===== src/rtl/amp_pkg.sv =====
// Shared amplitude-vector types and default widths for the oracle/diffusion datapath.
package amp_pkg;

  localparam int unsigned COMPLEX_W   = 24;
  localparam int unsigned SAMPLE_SIZE = 4;
  localparam int unsigned AMP_VEC_W   = COMPLEX_W * SAMPLE_SIZE;

  typedef logic signed [COMPLEX_W-1:0] amp_word_t;
  typedef amp_word_t [SAMPLE_SIZE-1:0] amp_vec_t;

endpackage


===== src/rtl/amp_pipe_stage.sv =====
// One elastic stage: valid bit plus vector register, loads whenever it is empty or downstream drains.
module amp_pipe_stage
  import amp_pkg::*;
#(
  parameter int unsigned VW = AMP_VEC_W
) (
  input  logic          clk,
  input  logic          rst,
  input  logic          flush,
  input  logic          src_valid,
  input  logic [VW-1:0] src_data,
  input  logic          ready_next,
  output logic          valid,
  output logic [VW-1:0] data
);

  logic load;

  assign load = ~valid | ready_next;

  // Data only captures valid words so bubbles do not toggle the register bank.
  always_ff @(posedge clk) begin
    if (!rst) begin
      valid <= 1'b0;
      data  <= '0;
    end else if (flush) begin
      valid <= 1'b0;
    end else if (load) begin
      valid <= src_valid;
      if (src_valid) begin
        data <= src_data;
      end
    end
  end

endmodule


===== src/rtl/amp_vector_pipe.sv =====
// DEPTH-stage valid/ready pipeline for amplitude vectors with flush and registered occupancy.
module amp_vector_pipe
  import amp_pkg::*;
#(
  parameter  int unsigned sample_size    = SAMPLE_SIZE,
  parameter  int unsigned complexnum_bit = COMPLEX_W,
  parameter  int unsigned DEPTH          = 2,
  localparam int unsigned CNT_W          = $clog2(DEPTH + 1)
) (
  input  logic                                          clk,
  input  logic                                          rst,
  input  logic                                          flush,
  input  logic                                          in_valid,
  output logic                                          in_ready,
  input  logic signed [sample_size-1:0][complexnum_bit-1:0] in,
  output logic                                          out_valid,
  input  logic                                          out_ready,
  output logic signed [sample_size-1:0][complexnum_bit-1:0] out,
  output logic [CNT_W-1:0]                              occupancy
);

  localparam int unsigned VW = sample_size * complexnum_bit;

  if (DEPTH < 1 || DEPTH > 16) begin : g_bad_depth
    $error("amp_vector_pipe: DEPTH must be in 1..16");
  end

  logic [DEPTH-1:0] stage_valid;
  logic [VW-1:0]    stage_data [DEPTH];
  logic [DEPTH:0]   rdy;
  logic             in_fire;
  logic             out_fire;

  // Ready chain unrolled from the output side; depends only on valids and out_ready.
  always_comb begin
    rdy        = '0;
    rdy[DEPTH] = out_ready;
    for (int k = int'(DEPTH) - 1; k >= 0; k--) begin
      rdy[k] = rdy[k+1] | ~stage_valid[k];
    end
  end

  for (genvar k = 0; k < DEPTH; k++) begin : g_stage
    logic          src_valid;
    logic [VW-1:0] src_data;

    if (k == 0) begin : g_head
      assign src_valid = in_valid;
      assign src_data  = in;
    end else begin : g_body
      assign src_valid = stage_valid[k-1];
      assign src_data  = stage_data[k-1];
    end

    amp_pipe_stage #(.VW(VW)) u_stage (
      .clk        (clk),
      .rst        (rst),
      .flush      (flush),
      .src_valid  (src_valid),
      .src_data   (src_data),
      .ready_next (rdy[k+1]),
      .valid      (stage_valid[k]),
      .data       (stage_data[k])
    );
  end

  assign in_ready  = rdy[0];
  assign out_valid = stage_valid[DEPTH-1];
  assign out       = stage_data[DEPTH-1];

  assign in_fire  = in_valid & in_ready;
  assign out_fire = out_valid & out_ready;

  always_ff @(posedge clk) begin
    if (!rst) begin
      occupancy <= '0;
    end else if (flush) begin
      occupancy <= '0;
    end else if (in_fire && !out_fire) begin
      occupancy <= occupancy + CNT_W'(1);
    end else if (out_fire && !in_fire) begin
      occupancy <= occupancy - CNT_W'(1);
    end
  end

  // Counter must track the stage valids and stay inside 0..DEPTH.
  always_ff @(posedge clk) begin
    if (rst) begin
      assert (occupancy == CNT_W'($countones(stage_valid)));
      assert (!(out_fire && !in_fire && occupancy == '0));
      assert (!(in_fire && !out_fire && occupancy == CNT_W'(DEPTH)));
    end
  end

endmodule


===== config.mk =====
export PLATFORM = sky130hd
export DESIGN_NAME = amp_vector_pipe
export DESIGN_NICKNAME = d
export VERILOG_FILES = /design/src/rtl/amp_pkg.sv /design/src/rtl/amp_pipe_stage.sv /design/src/rtl/amp_vector_pipe.sv
export SDC_FILE = /design/constraint.sdc
export NUM_CORES = 1
export LEC_CHECK = 0
export ABC_AREA = 1
export BUFFER_PORTS_ARGS = -buffer_cell sky130_fd_sc_hd__buf_2
export CORE_MARGIN = 3
export CORE_UTILIZATION = 35
export DETAILED_ROUTE_END_ITERATION = 10
export HOLD_SLACK_MARGIN = 0.02
export PLACE_DENSITY = 0.62
export SKIP_LAST_GASP = 1
export SLEW_MARGIN = 25
export SYNTH_ARGS = -nofsm -noshare
export SYNTH_HDL_FRONTEND = slang
export SYNTH_HIERARCHICAL = 1
export SYNTH_SLANG_ARGS = --single-unit

===== constraint.sdc =====
create_clock -name clk -period 1.65 [get_ports clk]
set_input_delay 0.33 -clock clk [delete_from_list [all_inputs] [get_ports clk]]
set_output_delay 0.33 -clock clk [all_outputs]
set_load 0.1 [all_outputs]

==> metrics.txt <==
outcome=finished clean; P_int=7.49 mW; synthesized cell area=0.00879 mm^2; GP Congestion=0.815; chip width=165 um; DRC=0; Post-DP HPWL=15.0 mm; area grow syn2layout=21.0%; CTS root buf=clkbuf_16; Reg2Reg Depth=6; RSZ-0062 raised after global routing=false; asr flop ratio synth=0; main combinational cell family by area after synthesis=simple AND/OR/NAND/NOR gates; Wirelength per Cell=12.4 um; Cells after Synth=1298; clk_lat worst skew=430 ps; Rows=57; Crit Path Category=flip-flop to output port; FF-to-FF Start=g_stage[0].u_stage/valid; Slowest cell on crit path=buf_2; Reg2Reg Setup Slack=150 ps; WP buf/inv=1; worst r2r dst=g_stage[1].u_stage/data[25]; Crit path max-delay family=buffers and inverters; Slew Limit Fails=0; area occupied by multi-input gates=0.00352 mm^2; post-synthesis sequential area ratio=0.446; PortBufs=200; total negative slack=0 ps; Cell Count, Final, Fillers Out=1781; min Tclk post-route=1610 ps; CP arrival=1280 ps; yosys warns=6; DRT antenna net count=0; Longest Clk Path Bufs=2; share of layout cells above drive strength 1=0.188; worst-margin pin slew=519 ps; Main synth FF type=dfxtp_1; postcts setup bufs=0; CP Max Fanout=5; Initial DRT Pass Iterations=6; diodes inserted=0; Distinct cells, synth=17; total gr overflow=0; storage element area=0.00393 mm^2; Startpoint Class=flip-flop; Via density=4.52; fill count=2630; initial antenna violation count=0; Placed Instances=1749; P_sw=3.30 mW; Simple-Gate Fraction of Synth Area=0.284; IO Count=201; Tot Pwr=10.8 mW; Comb power frac=0.159; maximum vdd drop=0.000429 V; hold endpoint=g_stage[1].u_stage/valid; crit path cell chain=buf_2; via count=8057; Max Freq=621 MHz; Post-synth EDFFs=0; total number of H-tree levels=4; Initial DRC Count=540; WHS Path Cells=2; area fraction in compound gates after synthesis=0.112; WL final=22.1 mm; number of setup violations in the final report=0; post-CTS sizing=0; cell area power density=1010 mW/mm^2; Initial Utilization=0.358; largest net degree at the start of global routing=92; Mean Syn Cell Area=6.78 um^2; critical hold path startpoint=flush; CTS Hold Buffers Added=0; final hold vios=0; Critical Path Sink Type=output port; CTS Buf Count=17; sequential fraction of design power=0.472; CTS tree=yes; leak pwr=5.29 nW; Tightest Hold Check Type=input pin to flip-flop; switching share of total power=0.306; CP max stage delay=460 ps; Synth Area in Adders=0.00142; Total Routing Usage GR=0.161; Tcrit/Tclk final=0.975; XOR/XNOR Fraction of Synth Area=0; number of global-route vias before repair=7213; Required @ worst endpoint=1320 ps; Setup Skew=12.1 ps; mux share of post-synthesis cell area=0; die height=165 um; first-pass GRT wire length=36.0 mm; Clk pwr share=0.369; DIE AREA=0.0271 mm^2; #FFs+latches synth=196; Max-slew headroom=0.656; Max-cap violations=0; core area=0.0245 mm^2; Clk pin slew, worst setup/hold paths=70 ps; clk sinks=196; syn_nets=1400; net count reported at finish=1546
[layout by cell type, fill, tap and decap left out, types with 16 or more instances in the layout]
cell         n
a21oi_1    195
buf_12      16
buf_2      198
buf_4       18
clkbuf_16   17
dfxtp_1    195
inv_1      202
nand2_1    199
nand3_1    192
nor2_1     194
[Yosys cell counts (2+ instances only)]
cell / instances / area share
inv_1: 203 / 0.087
nor2_1: 194 / 0.083
nand3_1: 193 / 0.11
buf_1: 4 / 0.0017
dfxtp_1: 196 / 0.45
nand2_1: 201 / 0.086
nor3_1: 2 / 0.0011
clkbuf_1: 12 / 0.0051
buf_4: 40 / 0.034
a21oi_1: 195 / 0.11
nor2_4: 2 / 0.0026
buf_2: 50 / 0.028
inv_2: 2 / 0.00085
[power groups by stage]
stage                     combinational [mW]  clock [mW]  sequential [mW]
after CTS                               1.73        4.11             5.09
after floorplan                        0.747           0             5.79
after global routing                    1.90        4.27             5.12
after detailed placement                1.73           0             5.20
final                                   1.72        3.98             5.09
after global placement                  1.72           0             5.20
[kinds of logic after synthesis]
| logic type | Yosys count |
|---|---|
| compound gates | 196 |
| simple gates | 594 |
| fa+ha+maj | 1 |
| buf+inv | 311 |
| flops | 196 |
[per-stage QoR]
stage	hold slack, ps	instance area (um^2)	worst slack [ps]	utilization
2_1_floorplan	398	8810	-82.7	-
3_3_place_gp	456	10100	175	0.411
3_5_place_dp	462	10100	158	0.411
4_1_cts	168	10600	15.3	0.434
5_1_grt	196	10600	0.371	0.434
6_report	188	10600	40.8	0.434
[routing by layer]
| layer | up-vias | GRT usage | routed length (um) | part of all wire |
|---|---|---|---|---|
| met1 | 3578 | 0.219 | 10700 | 0.48 |
| li1 | 4323 | - | - | - |
| met2 | 138 | 0.262 | 10300 | 0.47 |
| met5 | - | 0 | 0 | 0 |
| met4 | 0 | 0.0515 | 308 | 0.014 |
| met3 | 18 | 0.0243 | 778 | 0.035 |
[area by class of cell]
| cell class | instances | share of cell area |
|---|---|---|
| multi-input combinational | 791 | 0.331 |
| clock buffer | 20 | 0.0420 |
| clock inverter | 12 | 0.0112 |
| sequential | 196 | 0.369 |
| tap | 324 | 0.0381 |
| timing repair buffer | 233 | 0.137 |
| inverter | 205 | 0.0723 |
[sequential cells by signal, summed over array words and instances (netlist names)]
register,count
occupancy,2
g_stage.u_stage/valid,2
g_stage.u_stage/data,192
[how the worst max path moves through the flow]
stage	cells after the start	start	end
floorplan	8	g_stage[1].u_stage/valid	occupancy[1]
global placement	6	g_stage[0].u_stage/valid	g_stage[1].u_stage/data[19]
detailed placement	8	out_ready	g_stage[0].u_stage/data[6]
CTS	1	occupancy[0]	occupancy[0]
global route	6	g_stage[0].u_stage/valid	g_stage[1].u_stage/data[33]
finish	1	occupancy[0]	occupancy[0]
(Power assumes the default switching activity.)
